`config.mk`:
```
export PLATFORM = sky130hd
export DESIGN_NAME = demux1to16_20bit_reg
export DESIGN_NICKNAME = d
export VERILOG_FILES = /design/src/rtl/demux_pkg.sv /design/src/rtl/demux_slot.sv /design/src/rtl/demux1to16_20bit_reg.sv
export SDC_FILE = /design/constraint.sdc
export NUM_CORES = 1
export LEC_CHECK = 0
export CAP_MARGIN = 20
export CORE_AREA = 2 2 174 176
export DETAILED_ROUTE_END_ITERATION = 16
export DIE_AREA = 0 0 176 178
export GPL_TIMING_DRIVEN = 0
export PLACE_DENSITY = 0.84
export SLEW_MARGIN = 0
export SYNTH_ARGS = -nofsm -noshare
export SYNTH_HDL_FRONTEND = slang
export SYNTH_SLANG_ARGS = --single-unit
```
`constraint.sdc`:
```
create_clock -name clk -period 1.7 [get_ports clk]
set_input_delay 0.255 -clock clk [delete_from_list [all_inputs] [get_ports clk]]
set_output_delay 0.255 -clock clk [all_outputs]
set_load 0.02 [all_outputs]
```
`src/rtl/demux_pkg.sv`:
```
// demux_pkg: shared constants and types for the registered 1-to-16
// 20-bit demultiplexer.
package demux_pkg;

  localparam int DATA_W = 20;
  localparam int NUM_CH = 16;
  localparam int SEL_W  = 4;

  typedef logic [DATA_W-1:0] data_t;
  typedef logic [SEL_W-1:0]  sel_t;

endpackage : demux_pkg

```
`src/rtl/demux_slot.sv`:
```
// demux_slot: one-entry holding register with a valid/ready output side.
//
// Handshake: a word leaves the slot on a cycle where valid && rd_ready.
// can_accept is high when the slot is empty or is being drained this
// cycle, so a write and a drain may happen on the same edge and the slot
// sustains one word per cycle. wr_en must only be asserted while
// can_accept is high; the top level guarantees that.
module demux_slot
  import demux_pkg::*;
(
  input  logic  clk,
  input  logic  rst_n,
  input  logic  wr_en,
  input  data_t wr_data,
  input  logic  rd_ready,
  output logic  valid,
  output data_t data,
  output logic  can_accept
);

  logic  valid_q, valid_d;
  data_t data_q, data_d;

  // Next-state: a write wins over a drain; data holds after a drain.
  always_comb begin
    valid_d = valid_q;
    data_d  = data_q;
    if (wr_en) begin
      valid_d = 1'b1;
      data_d  = wr_data;
    end else if (valid_q && rd_ready) begin
      valid_d = 1'b0;
    end
  end

  // Slot registers; reset discards any held word and clears the data.
  always_ff @(posedge clk) begin
    if (!rst_n) begin
      valid_q <= 1'b0;
      data_q  <= '0;
    end else begin
      valid_q <= valid_d;
      data_q  <= data_d;
    end
  end

  assign valid      = valid_q;
  assign data       = data_q;
  assign can_accept = !valid_q || rd_ready;

endmodule : demux_slot

```
`src/rtl/demux1to16_20bit_reg.sv`:
```
// demux1to16_20bit_reg: steers one 20-bit input stream into one of 16
// output holding slots. Each slot back-pressures only traffic addressed
// to it.
//
// Input handshake: a word is taken on a cycle where in_valid && in_ready.
// in_ready depends only on the slot selected by cur_select, never on
// in_valid. in_data/in_select must be held by the producer while
// in_valid is high and in_ready is low.
//
// Build option DEMUX_AUTO_SEL_EN: when defined, in_select is ignored and
// an internal round-robin pointer (advancing by one per accepted word,
// wrapping 15 -> 0) chooses the destination. A blocked destination stalls
// the input; the pointer never skips a channel.
module demux1to16_20bit_reg
  import demux_pkg::*;
(
  input  logic                     clk,
  input  logic                     rst_n,
  input  logic                     in_valid,
  output logic                     in_ready,
  input  logic [SEL_W-1:0]         in_select,
  input  logic [DATA_W-1:0]        in_data,
  output logic [SEL_W-1:0]         cur_select,
  output logic [NUM_CH-1:0]        out_valid,
  input  logic [NUM_CH-1:0]        out_ready,
  output logic [NUM_CH*DATA_W-1:0] out_data
);

  logic [NUM_CH-1:0] slot_can_accept;
  logic [NUM_CH-1:0] slot_wr_en;
  logic              accept;

`ifdef DEMUX_AUTO_SEL_EN
  sel_t ptr_q, ptr_d;

  // Pointer advances only when a word is actually taken.
  always_comb begin
    ptr_d = ptr_q;
    if (accept) ptr_d = ptr_q + sel_t'(1);
  end

  // Round-robin destination pointer.
  always_ff @(posedge clk) begin
    if (!rst_n) ptr_q <= '0;
    else        ptr_q <= ptr_d;
  end

  assign cur_select = ptr_q;
`else
  assign cur_select = in_select;
`endif

  assign in_ready = slot_can_accept[cur_select];
  assign accept   = in_valid && in_ready;

  // One-hot write enable for the selected slot on accept.
  always_comb begin
    slot_wr_en = '0;
    if (accept) slot_wr_en[cur_select] = 1'b1;
  end

  for (genvar k = 0; k < NUM_CH; k++) begin : g_slot
    demux_slot u_slot (
      .clk        (clk),
      .rst_n      (rst_n),
      .wr_en      (slot_wr_en[k]),
      .wr_data    (in_data),
      .rd_ready   (out_ready[k]),
      .valid      (out_valid[k]),
      .data       (out_data[k*DATA_W +: DATA_W]),
      .can_accept (slot_can_accept[k])
    );
  end

endmodule : demux1to16_20bit_reg

```
==> Yosys cells after proc, flatten, opt, wreduce, memory -nomap -nowiden <==
Index checks and enable logic that the tools add are counted.
{ "op_classes": {"muxes": 37, "n_reduce_logical": 66, "order_cmp": 2} }
{ "ops": {"columns": ["operator", "n"], "rows": [
  ["2-to-1 mux 1 bit", 34],
  ["nonzero test 2 bit", 16],
  ["logical AND 1 bit", 18],
  ["zero test 1 bit", 16],
  ["logical OR 1 bit", 16],
  ["2-to-1 mux 16 bit", 1],
  ["< comparator 4 x 5 -> 1 bit (second input constant)", 1],
  ["binary-select mux 1 bit (select 4 bit)", 1],
  ["demux 1 bit (select 4 bit)", 1],
  ["greater-or-equal comparator 4 x 1 -> 1 bit (second input constant)", 1]
]} }
{ "word_totals": {"ff_bits": 336, "inputBits": 43, "elab_cells": 137, "output_inout_bits": 341} }

==> Longest topological paths before layout <==
{ "depth": {"word_depth": 7, "depth_mapped": 6, "ltp_nobuf": 4} }

==> Cells and area by module <==
Synthesis repeated with hierarchy kept, for this count alone.
{ "hier_totals": {"cells_unflattened": 1140, "area_unflattened_um2": 13422.9} }
{ "by_module_without_submodules": {"columns": ["module", "n_inst", "cells_per_inst", "seq_area_each_um2", "area_each_um2"], "rows": [
  ["demux_slot", 16, 69, 420.4, 822.0],
  ["demux1to16_20bit_reg", 1, 36, 0.0, 270.3]
]} }

==> Least setup slack after synthesis <==
OpenSTA, ideal clock, no wires.
{ "synth_timing": {"kind": "input port to flip-flop", "startpoint": "in in_select[2]", "endpoint": "reg g_slot[2].u_slot.data_q[10]", "t_required_ps": 1578, "path_buffers": 1, "t_arrival_ps": 1252, "setup_ps": 122, "cell_stages": 5, "setup_slack_ps": 326, "path_cell_list": "or2_2 -> or3_1 -> buf_2 -> nand2_1 -> a21boi_0"} }
{ "synth_via": {"elab_chain_cells": 5, "word_cells_on_any_way": 9, "classes_between": "2 x order compare; 5 x mux; 2 x reduce/logical"} }
{ "synth_lines": {"columns": ["item", "line", "rtl"], "rows": [
  ["start: declaration", "demux1to16_20bit_reg.sv:21", "input logic [SEL_W-1:0] in_select,"],
  ["< comparator 4 x 5 -> 1 bit (implied by the code) or greater-or-equal comparator 4 x 1 -> 1 bit (tied branches)", "demux1to16_20bit_reg.sv:59", "if (accept) slot_wr_en[cur_select] = 1'b1;"],
  ["logical AND 1 bit (implied by the code)", "demux1to16_20bit_reg.sv:59", null],
  ["2-to-1 mux 1 bit (implied by the code)", "demux1to16_20bit_reg.sv:59", null],
  ["demux 1 bit (select 4 bit)", "demux1to16_20bit_reg.sv:59", null],
  ["2-to-1 mux 16 bit (*)", "demux1to16_20bit_reg.sv:59", null],
  ["end signal: assignment", "demux_slot.sv:43", "data_q <= data_d;"],
  ["end: declaration", "demux_slot.sv:22", "data_t data_q, data_d;"]
]} }
Mark *: on every way between the ends. The rest lies on a longest branch, timed or not. The select of a mux whose other input is x is not followed.
A chain may end at the register's enable or synchronous reset.

==> Final worst setup path <==
{ "layout_timing": {"startpoint": "reg g_slot[9].u_slot.valid_q", "endpoint": "out in_ready"} }
{ "layout_via": {"elab_chain_cells": 4} }
{ "layout_lines": {"columns": ["item", "line", "rtl"], "rows": [
  ["start: declaration", "demux_slot.sv:21", "logic valid_q, valid_d;"],
  ["start signal: assignment", "demux_slot.sv:42", "valid_q <= valid_d;"],
  ["zero test 1 bit", "demux_slot.sv:49", "assign can_accept = !valid_q || rd_ready;"],
  ["logical OR 1 bit", "demux_slot.sv:49", null],
  ["binary-select mux 1 bit (select 4 bit)", "demux1to16_20bit_reg.sv:53", "assign in_ready = slot_can_accept[cur_select];"],
  ["2-to-1 mux 1 bit (implied by the code)", "demux1to16_20bit_reg.sv:53", null],
  ["end: declaration", "demux1to16_20bit_reg.sv:20", "output logic in_ready,"]
]} }
No other way between the ends. The select of a mux whose other input is x is not followed.

==> metrics.txt <==
Die Wd 176 um; Num CTS Buffers 36; setup ws final -0.170 ns; drt pass-1 iters 5; Final Hold Fails 0; fin. max-slew vios 0; area share of the largest cell type after synthesis 0.517; RePlAce Congestion 0.891; clk buf depth 3; drt via density 5.23; Combinational Power Share 0.071; Power Density 929 nW/um^2; total track usage 0.293; critical path required time 1.44 ns; Multi-input gate area 5690 sq um; GRT overflow 0; fillers 2587; sequential share of power 0.477; layout cells sized above 1 0.0946; max cap viols 0; initial core utilization 0.443; minimum clock period 1.87 ns; CTS clk-pin slew, worst paths 0.06 ns; Worst-Skew Late Latency 0.51 ns; Fin Clk Skew 0.0113 ns; Sw Share 0.233; number of global-route vias before repair 12000; Syn. warnings 0; status finished, violations left; Post-DP HPWL 35000 um; initial DRC count 817; Post-Route WL 47500 um; RSZ-0062 raised after global routing yes; Syn Area/Cell 8.35 sq um; Fmax 535 MHz; Synth Register Bits 336; total design power 16.8 mW; TritonCTS clock tree built; routed vias 12500; crit start category flop; Final nets 2008; DR WL/cell 20.0 um; Slew headroom 0.410; post-route ant nets 0; largest net degree at the start of global routing 14; Final Setup Violations 1; sequential share of the synthesized area 0.517; Clk pwr share 0.451; Min-Delay Path Class input pin to flop; Rows 63; kind of critical path flop to output pin; Clock Sinks 336; initial antenna violation count 4; Critical Path Fanout Max 4; top-level I/O count 384; die height 178 um; Area contributors post-synth dfxtp_1 (52%), nand2_1 (18%), a21boi_0 (10%); die footprint 31300 sq um; WP data arrival 1.61 ns; LEAKAGE 8.01 nW; worst slew pin tran 0.885 ns; P_int 12.9 mW; synth unique cells 33; period utilisation layout 1.10; Mapped Nets 1602; DRC viols 0; I/O Buffers 362; failing checks negative setup slack; hold slack final 0.127 ns; core area 29400 sq um; Peak VDD IR 0.714 mV; htree depth 2; CTS Root Cell clkbuf_16; Crit. End Element output pin; Register Area 6730 sq um; post-synth top area cell dfxtp_1; Area growth syn-to-layout 39.1%; Psw 3.92 mW; Post-Syn Instances 1559; Synth Cell Area 13000 sq um; first-pass GRT wire length 70100 um
==> power by group through the flow <==
stage	clock network [mW]	registers (mW)	logic, mW
6_report	7.59	8.03	1.20
5_1_grt	7.94	8.04	1.27
4_1_cts	7.64	8.03	1.17
3_5_place_dp	0	8.21	1.22
3_3_place_gp	0	8.20	1.20
2_1_floorplan	0	8.31	0.529
==> sequential cells by signal, summed over array words and instances (netlist names) <==
signal and count:
g_slot.u_slot.data 320, g_slot.u_slot.valid 16
==> layout by cell type (no fill, tap or decap), types with 6 or more instances in the layout <==
cell type / synthesis / layout
nand2b_1: 8 / 7
nor2b_4: 0 / 9
dfxtp_2: 0 / 6
or3_1: 10 / 10
clkdlybuf4s50_1: 0 / 20
clkbuf_16: 0 / 37
clkbuf_2: 0 / 10
buf_4: 22 / 29
dlygate4sd2_1: 0 / 329
nor3_2: 7 / 9
dlymetal6s2s_1: 0 / 8
dfxtp_1: 336 / 330
clkbuf_1: 91 / 94
buf_2: 52 / 51
nand2_1: 641 / 640
a21boi_0: 175 / 175
a21boi_1: 151 / 151
o21a_1: 10 / 10
==> Yosys cell counts <==
cell type	number
nand3b_4	1
or3_1	10
inv_1	2
nand3b_1	4
nand3_2	1
clkbuf_1	91
or2_2	1
dfxtp_1	336
o21a_1	10
nor4b_1	1
nor3b_2	2
nand2b_1	8
nand3b_2	1
buf_4	22
mux2i_1	2
nor3b_1	3
nor2_1	2
o21ai_0	4
nor3_2	7
a221oi_1	3
nor2b_1	14
a22oi_1	1
nor3b_4	1
and3_1	2
nor3_1	3
nand3_1	3
nand2_1	641
and2_1	1
a21boi_1	151
a21boi_0	175
a311oi_1	1
buf_2	52
and3b_1	3
==> cell type report <==
| type | instances | area share |
|---|---|---|
| inverters | 2 | 0.000414 |
| clock buffers | 54 | 0.0574 |
| multi-input cells | 1056 | 0.314 |
| plain buffers | 164 | 0.0430 |
| clock inverters | 6 | 0.00456 |
| diodes | 4 | 0.000553 |
| flip-flops and latches | 336 | 0.372 |
| well taps | 390 | 0.0269 |
| repair buffers | 369 | 0.181 |
==> layer usage <==
| metal | vias up | track usage | part of all wire |
|---|---|---|---|
| met3 | 152 | 0.0592 | 0.074 |
| li1 | 5785 | - | - |
| met2 | 563 | 0.476 | 0.46 |
| met4 | 2 | 0.158 | 0.056 |
| met5 | - | 0 | 0.00027 |
| met1 | 5956 | 0.368 | 0.41 |
==> stage by stage <==
stage | setup slack (ns) | TNS [ns] | util | std cells | instance area (sq um)
after CTS | -0.203 | -0.203 | 0.611 | 2372 | 18000
after floorplan | 0.326 | 0 | - | 1559 | 13000
after global placement | -1.11 | -182.67 | 0.583 | 2311 | 17100
after detailed placement | -1.14 | -194.92 | 0.583 | 2311 | 17100
final | -0.170 | -0.170 | 0.616 | 2381 | 18100
after global routing | -0.225 | -0.225 | 0.616 | 2380 | 18100
==> timing repair <==
action,4_1_cts,5_1_grt
endpoints found under the setup margin,610,86
pin swaps,3,3
gates resized for setup,376,49
hold buffers,0,0
buffers inserted,2,5
==> path summary, 6_finish.rpt <==
check | slack (ns) | depth (start not counted) | startpoint | endpoint
worst max-delay path | -0.17 | 5 | g_slot[9].u_slot.valid | in_ready
worst min-delay path | 0.13 | 3 | in_data[0] | g_slot[12].u_slot.data[0]
worst max register to register | 0.08 | 7 | g_slot[14].u_slot.valid | g_slot[14].u_slot.data[9]
worst min register to register | 0.45 | 2 | g_slot[0].u_slot.data[18] | g_slot[0].u_slot.data[18]
==> critical path, cell delays in order, from the launching register on <==
cell and delay, ns:
dfxtp_1 0.33, nor2b_2 0.28, a311oi_1 0.13, o21ai_1 0.11, nand3_2 0.10, buf_6 0.15
==> cells by family after synthesis <==
family                 count (synthesis)  share of synthesized area
AO/OA/AOI/OAI                        345                      0.199
AND/OR/NAND/NOR                      709                      0.224
multiplexers                           2                    0.00154
flip-flops                           336                      0.517
buffers and inverters                167                     0.0595
(Power assumes the default switching activity.)
